[config.mk]
export PLATFORM = sky130hd
export DESIGN_NAME = siso_deser_rx
export DESIGN_NICKNAME = d
export VERILOG_FILES = /design/src/rtl/siso_deser_rx.sv
export SDC_FILE = /design/constraint.sdc
export NUM_CORES = 1
export LEC_CHECK = 0
export CAP_MARGIN = 40
export CORE_ASPECT_RATIO = 1.1
export CORE_MARGIN = 2
export CORE_UTILIZATION = 55
export CTS_CLUSTER_SIZE = 24
export DETAILED_ROUTE_END_ITERATION = 8
export PLACE_DENSITY_LB_ADDON = 0.2
export SLEW_MARGIN = 10
export SYNTH_ARGS = -nofsm -noshare
export SYNTH_HDL_FRONTEND = slang
export SYNTH_SLANG_ARGS = --single-unit
[constraint.sdc]
create_clock -name CLK -period 2.8 [get_ports CLK]
set_clock_uncertainty 0.1 [all_clocks]
set_input_delay 0.56 -clock CLK [delete_from_list [all_inputs] [get_ports CLK]]
set_output_delay 0.56 -clock CLK [all_outputs]
set_load 0.03 [all_outputs]
[src/rtl/siso_deser_rx.sv]
`default_nettype none
// ============================================================================
// Module      : siso_deser_rx
// Description : Serial receiver at the tail of the SISO flip-flop chain.
//               Hunts for a sync word, verifies alignment, then packs the
//               bit stream into WIDTH-bit words delivered through a 2-entry
//               valid/ready buffer with a sticky overflow flag.
// Revision    : 1.0 - initial release
// ============================================================================
module siso_deser_rx #(
    parameter int         WIDTH    = 8,
    parameter [WIDTH-1:0] SYNC     = 8'hA5,
    parameter int         LOCK_CNT = 2
) (
    input  logic             CLK,
    input  logic             RESET,
    input  logic             SHIFT_EN,
    input  logic             SIN,
    input  logic             RESYNC,
    output logic [WIDTH-1:0] DOUT,
    output logic             DVALID,
    input  logic             DREADY,
    output logic             LOCKED,
    output logic             OVERFLOW,
    input  logic             CLR_OVF
);

    localparam int CNT_W = (WIDTH > 2) ? $clog2(WIDTH) : 1;
    localparam logic [CNT_W-1:0] LAST_BIT = CNT_W'(WIDTH - 1);
    localparam logic [2:0]       LOCK_N   = 3'(LOCK_CNT);

    typedef enum logic [1:0] {
        HUNT   = 2'd0,
        VERIFY = 2'd1,
        LOCK   = 2'd2
    } state_t;

    state_t           state, state_n;
    logic [WIDTH-1:0] sr;
    logic [CNT_W-1:0] bit_cnt, bit_cnt_n;
    logic [2:0]       sync_cnt, sync_cnt_n;
    logic [WIDTH-1:0] window;
    logic             push;

    logic [WIDTH-1:0] head, tail;
    logic [1:0]       count;
    logic             pop;

    // Window as it will look once the current bit is shifted in.
    assign window = {sr[WIDTH-2:0], SIN};

    // Shift register, alignment counters and state.
    always_ff @(posedge CLK or posedge RESET) begin
        if (RESET) begin
            state    <= HUNT;
            sr       <= '0;
            bit_cnt  <= '0;
            sync_cnt <= '0;
        end else begin
            state    <= state_n;
            bit_cnt  <= bit_cnt_n;
            sync_cnt <= sync_cnt_n;
            if (SHIFT_EN) sr <= window;
        end
    end

    // Alignment state machine; raises push on the last bit of a locked word.
    always_comb begin
        state_n    = state;
        bit_cnt_n  = bit_cnt;
        sync_cnt_n = sync_cnt;
        push       = 1'b0;
        if (RESYNC) begin
            state_n    = HUNT;
            bit_cnt_n  = '0;
            sync_cnt_n = '0;
        end else if (SHIFT_EN) begin
            case (state)
                HUNT: begin
                    if (window == SYNC) begin
                        bit_cnt_n  = '0;
                        sync_cnt_n = 3'd1;
                        state_n    = (LOCK_CNT == 1) ? LOCK : VERIFY;
                    end
                end
                VERIFY: begin
                    if (bit_cnt == LAST_BIT) begin
                        bit_cnt_n = '0;
                        if (window == SYNC) begin
                            sync_cnt_n = sync_cnt + 3'd1;
                            if (sync_cnt + 3'd1 == LOCK_N) state_n = LOCK;
                        end else begin
                            sync_cnt_n = '0;
                            state_n    = HUNT;
                        end
                    end else begin
                        bit_cnt_n = bit_cnt + 1'b1;
                    end
                end
                LOCK: begin
                    if (bit_cnt == LAST_BIT) begin
                        bit_cnt_n = '0;
                        push      = 1'b1;
                    end else begin
                        bit_cnt_n = bit_cnt + 1'b1;
                    end
                end
                default: begin
                    state_n    = HUNT;
                    bit_cnt_n  = '0;
                    sync_cnt_n = '0;
                end
            endcase
        end
    end

    assign pop = DVALID & DREADY;

    // Two-entry output buffer: head drives DOUT, tail holds the second word.
    always_ff @(posedge CLK or posedge RESET) begin
        if (RESET) begin
            head  <= '0;
            tail  <= '0;
            count <= 2'd0;
        end else begin
            case ({push, pop})
                2'b10: begin
                    if (count == 2'd0) begin
                        head  <= window;
                        count <= 2'd1;
                    end else if (count == 2'd1) begin
                        tail  <= window;
                        count <= 2'd2;
                    end
                end
                2'b01: begin
                    head  <= tail;
                    count <= count - 2'd1;
                end
                2'b11: begin
                    if (count == 2'd1) begin
                        head <= window;
                    end else begin
                        head <= tail;
                        tail <= window;
                    end
                end
                default: ;
            endcase
        end
    end

    // Sticky overflow: a drop in the same cycle as a clear keeps it set.
    always_ff @(posedge CLK or posedge RESET) begin
        if (RESET)                                     OVERFLOW <= 1'b0;
        else if (push && !pop && (count == 2'd2))      OVERFLOW <= 1'b1;
        else if (CLR_OVF)                              OVERFLOW <= 1'b0;
    end

    assign DOUT   = head;
    assign DVALID = (count != 2'd0);
    assign LOCKED = (state == LOCK);

endmodule
`default_nettype wire
==> flow_metrics.py, run 1 <==
metrics = {
    "status": {
        "outcome": "finished clean",
    },
    "route": {
        "top_layer": "met4",
        "wl_met3_um": 149,
        "dr.first_iter.drc_count": 76,
        "wl_met1_um": 1410,
        "drt_first_pass_iters": 6,
        "detailroute.wirelength.met2_um": 1840,
        "routedWlPerCell_um": 15.4,
        "ant_nets": 0,
        "drc_errors": 0,
        "via_per_inst": 6.05,
        "wl_um": 3480,
        "routed-via-count": 1367,
    },
    "final_layout": {
        "fin_util": 0.663,
        "fin_cells": 226,
        "finalInstanceArea_um2": 2170,
        "area_delta_synth_final_pct": 17.9,
        "n_fill_cell": 260,
        "seqCellArea_um2": 851,
        "final_cell_mix": "dfrtp_1, inv_1, mux2_2, clkdlybuf4s50_1",
        "num-nets-final": 206,
        "layout-drive-gt1-share": 0.216,
        "multi_input_area_um2": 893,
        "diodes": 0,
        "final_common_cell": "dfrtp_1",
    },
    "worst_setup_path": {
        "crit_end": "DVALID",
        "cp.buffers_inverters": 3,
        "cpMostUsedCell": "inv_1",
        "ff2ff_path_depth": 6,
        "timing.rr.end": "sync_cnt[0]",
        "r2r_slack_ps": 730,
        "startpoint": "count[0]",
        "arrival_ps": 1860,
        "reg2reg_from": "bit_cnt[0]",
        "crit_path_cell_trace": "inv_1, ha_1, inv_1, clkdlybuf4s50_1",
        "cp_slowest_cell": "clkdlybuf4s50_1",
        "critPathMaxStageDelay_ps": 680,
        "critPathMaxFanout": 4,
        "cp_top_family": "buffers and inverters",
        "setup.worst_path.start_class": "flip-flop",
        "path_depth": 4,
        "setup.worst_path.end_class": "primary output",
        "worstPathRequired_ps": 2140,
        "critical_path_class": "reg -> out",
    },
    "floorplanning": {
        "core_area_um2": 3280,
        "die_height_um": 64.7,
        "dieWidth_um": 59.2,
        "rows": 22,
        "dieArea_um2": 3830,
        "initial_core_util": 0.563,
        "ios": 18,
    },
    "clocking": {
        "cts_setup_buffers": 0,
        "cts-resized-gates": 0,
        "cts_made_buffers": 5,
        "cts_tree": "yes",
        "clkSinkCount": 34,
        "htreeDepth": 2,
        "path_clk_slew_ps": 110,
        "cts_root_buf": "clkbuf_4",
        "hold_buffers": 0,
        "cts.path.max_buffers": 2,
        "clk_latency_ps": 340,
    },
    "synth": {
        "synth_top_cell_by_area": "dfrtp_1",
        "synth-edff-count": 0,
        "synth-seq-area-share": 0.462,
        "async_flop_share": 1.00,
        "ys_ff_latch": 34,
        "ys_top_cells_by_area": "dfrtp_1, mux2_2, ha_1",
        "ys_types": 43,
        "syn_area_per_cell_um2": 11.2,
        "syn_inst": 165,
        "yosysTopAreaCellShare": 0.462,
        "yosysWarningCount": 0,
        "synth_nets": 182,
        "synthesis.area_um2": 1840,
        "ys_dominant_reg_cell": "dfrtp_1",
    },
    "sta": {
        "period_share": 0.901,
        "finalMaxSlewViolations": 0,
        "rsz0062_at_grt": "false",
        "hold_viol_final": 0,
        "fmaxAchievable_mhz": 396,
        "tns_ps": 0,
        "slew-limit-headroom": 0.718,
        "hold_ws_ps": 417,
        "tightest_slew_ps": 418,
        "min_period_ps": 2520,
        "setup_violations": 0,
    },
    "placed_design": {
        "io_buffers": 17,
        "dp.cells": 218,
        "gp_congestion": 0.793,
        "post_dp_cell_area_um2": 2060,
        "place_hpwl_um": 2550,
    },
    "global_routing": {
        "grt.overflow.total": 0,
        "grt_usage": 0.215,
        "grt_pass1_vias": 1382,
        "grt_pass1_wl_um": 6190,
        "grt_max_degree": 35,
        "antenna_found_initial": 0,
    },
    "pwr": {
        "p_leak_nw": 1.05,
        "ir_drop_mv": 0.456,
        "cellPowerDensity_nw_per_um2": 832,
    },
    "flow_run": {
        "drv_cap": 0,
    },
    "min_path": {
        "hold_path.class": "reg -> reg",
    },
}
cells by family (layout without fill, tap and decap cells):
group | Yosys count | after routing | synth area share
flops | 34 | 34 | 0.462
fa+ha+maj | 10 | 10 | 0.0679
mux | 20 | 20 | 0.126
xor+xnor | 1 | 1 | 0.00475
simple gates | 40 | 40 | 0.147
buf+inv | 23 | 48 | 0.0536
compound gates | 37 | 37 | 0.139
cells in the mapped netlist (2+ instances only):
cell	instances
dfrtp_1	34
inv_1	19
mux2_2	17
ha_1	10
nor2_1	10
o21ai_0	10
o22ai_1	7
nand2_1	5
a21oi_1	4
nand2b_1	4
nand3_1	4
and3_1	3
o221ai_1	3
a2bb2oi_1	2
a31oi_1	2
and4bb_2	2
mux2_4	2
nor2b_1	2
worst min-delay path by stage:
stage | cells after the start | start | end | slack (ps)
after floorplan | 2 | tail[2] | DOUT[2] | 370
after global placement | 1 | tail[0] | tail[0] | 390
after detailed placement | 1 | tail[3] | tail[3] | 400
after CTS | 1 | tail[3] | tail[3] | 420
after global routing | 1 | tail[1] | tail[1] | 450
final | 1 | tail[3] | tail[3] | 420
flip-flops by register name, summed over array words and instances, names as in the netlist:
register / cells
DOUT: 8
sr: 7
count: 2
bit_cnt: 3
state: 2
sync_cnt: 3
OVERFLOW: 1
tail: 8
per-layer routing:
| layer | track usage | vias up |
|---|---|---|
| li1 | - | 643 |
| met1 | 0.253 | 674 |
| met2 | 0.368 | 42 |
| met3 | 0.0359 | 8 |
| met4 | 0.111 | 0 |
| met5 | 0 | - |
report_power, final:
group	total [mW]	switching [mW]	internal, mW
combinational	0.672	0.377	0.295
sequential	0.664	0.0792	0.585
clock	0.472	0.170	0.302
final cells by class:
class	instances	area share
sequential	34	0.392
timing repair buffer	21	0.0922
clock buffer	6	0.0236
clock inverter	2	0.0276
inverter	19	0.0328
tap	36	0.0207
multi-input combinational	108	0.411
metrics by stage:
stage	setup WS, ps	power (mW)
after global placement	436	1.32
final	276	1.81
after global routing	182	1.92
after detailed placement	387	1.35
after CTS	262	1.82
after floorplan	780	1.13
Note: power is estimated with default switching activity, not from simulation.
==> inputs of run 2 (changes only) <==
- PLACE_DENSITY_LB_ADDON: 0.2 -> 0.12
==> run 2 against run 1 <==
Compared with the run above:
- total power down 1.0%
- hold slack better by 13 ps
- sequential cell count unchanged
- cell count is the same
- register-to-register slack worse by 40 ps
==> flow_metrics.py, run 2 (synthesized netlist as in run 1, its figures left out) <==
metrics = {
    "global_routing": {
        "grt_usage": 0.217,
        "grt_max_degree": 35,
        "grt_pass1_wl_um": 6240,
        "antenna_found_initial": 0,
        "grt_pass1_vias": 1380,
        "grt.overflow.total": 0,
    },
    "floorplanning": {
        "ios": 18,
        "dieWidth_um": 59.2,
        "core_area_um2": 3280,
        "initial_core_util": 0.563,
        "die_height_um": 64.7,
        "rows": 22,
        "dieArea_um2": 3830,
    },
    "worst_setup_path": {
        "critPathMaxFanout": 4,
        "worstPathRequired_ps": 2140,
        "critical_path_class": "reg -> out",
        "arrival_ps": 1870,
        "r2r_slack_ps": 690,
        "setup.worst_path.end_class": "primary output",
        "setup.worst_path.start_class": "flip-flop",
    },
    "sta": {
        "fmaxAchievable_mhz": 395,
        "timing.final.ws_setup_ps": 271,
        "tightest_slew_ps": 426,
        "rsz0062_at_grt": "false",
        "period_share": 0.903,
        "min_period_ps": 2530,
        "hold_viol_final": 0,
        "finalMaxSlewViolations": 0,
        "setup_violations": 0,
        "tns_ps": 0,
        "slew-limit-headroom": 0.716,
    },
    "clocking": {
        "cts_made_buffers": 5,
        "cts_setup_buffers": 0,
        "clk_latency_ps": 340,
        "cts-resized-gates": 0,
        "cts.path.max_buffers": 2,
        "htreeDepth": 2,
        "clkSinkCount": 34,
        "cts_root_buf": "clkbuf_4",
        "hold_buffers": 0,
        "cts_tree": "yes",
        "path_clk_slew_ps": 110,
    },
    "final_layout": {
        "final_cell_mix": "dfrtp_1, inv_1, mux2_2, clkdlybuf4s50_1",
        "diodes": 0,
        "num-nets-final": 206,
        "area_delta_synth_final_pct": 17.6,
        "multi_input_area_um2": 893,
        "fin_util": 0.662,
        "final_common_cell": "dfrtp_1",
        "seqCellArea_um2": 851,
        "layout-drive-gt1-share": 0.216,
        "n_fill_cell": 258,
    },
    "route": {
        "drc_errors": 0,
        "wl_um": 3520,
        "dr.first_iter.drc_count": 43,
        "ant_nets": 0,
        "drt_first_pass_iters": 4,
        "routedWlPerCell_um": 15.6,
        "via_per_inst": 5.79,
        "routed-via-count": 1309,
    },
    "placed_design": {
        "place_hpwl_um": 2620,
        "gp_congestion": 0.828,
        "place_ws_ps": 372,
        "io_buffers": 17,
    },
    "pwr": {
        "p_leak_nw": 1.05,
        "ir_drop_mv": 0.430,
        "cellPowerDensity_nw_per_um2": 826,
        "power.total_mw": 1.79,
    },
    "status": {
        "outcome": "finished clean",
    },
    "flow_run": {
        "drv_cap": 0,
    },
    "min_path": {
        "hold_path.class": "reg -> reg",
    },
}
-- run 2: cell types whose count changed in the layout (fill, tap and decap cells not counted), sizes merged --
cell and delta:
clkinv +1, clkbuf -1
-- run 2: area by class of cell --
type                            instances  share of cell area
Clock buffer                            5              0.0173
Clock inverter                          3              0.0318
Inverter                               19              0.0329
Multi-Input combinational cell        108               0.412
Sequential cell                        34               0.393
Tap cell                               36              0.0208
Timing Repair Buffer                   21              0.0924
-- run 2: final timing paths --
check / start / endpoint / cells past startpoint
setup / recovery: count[0] / DVALID / 4
hold reg to reg: tail[5] / tail[5] / 1
max in group asynchronous: RESET / DOUT[7] / 3
min in group asynchronous: RESET / sync_cnt[0] / 3
hold / removal: tail[5] / tail[5] / 1
setup reg to reg: bit_cnt[0] / sync_cnt[1] / 6
-- run 2: metrics by stage --
step	hold WS (ps)	instance area, um2	cells
after detailed placement	404	2060	218
after CTS	429	2170	226
after global placement	393	2060	218
final	430	2170	226
after global routing	444	2170	226
after floorplan	373	1840	165
-- run 2: worst max-delay path: stages, from the launching register on --
cell and delay, ps:
dfrtp_1 410, inv_1 100, ha_1 210, inv_1 120
clkdlybuf4s50_1 690
-- run 2: layer usage --
metal | track usage | vias to the layer above | share of wire
met4 | 0.0966 | 0 | 0.016
li1 | - | 640 | -
met2 | 0.378 | 21 | 0.53
met1 | 0.243 | 642 | 0.43
met3 | 0.0559 | 6 | 0.031
met5 | 0 | - | 0
-- run 2: power by group --
| group | switching [mW] | internal (mW) |
|---|---|---|
| Combinational | 0.369 | 0.292 |
| Clock | 0.183 | 0.279 |
| Sequential | 0.0818 | 0.585 |
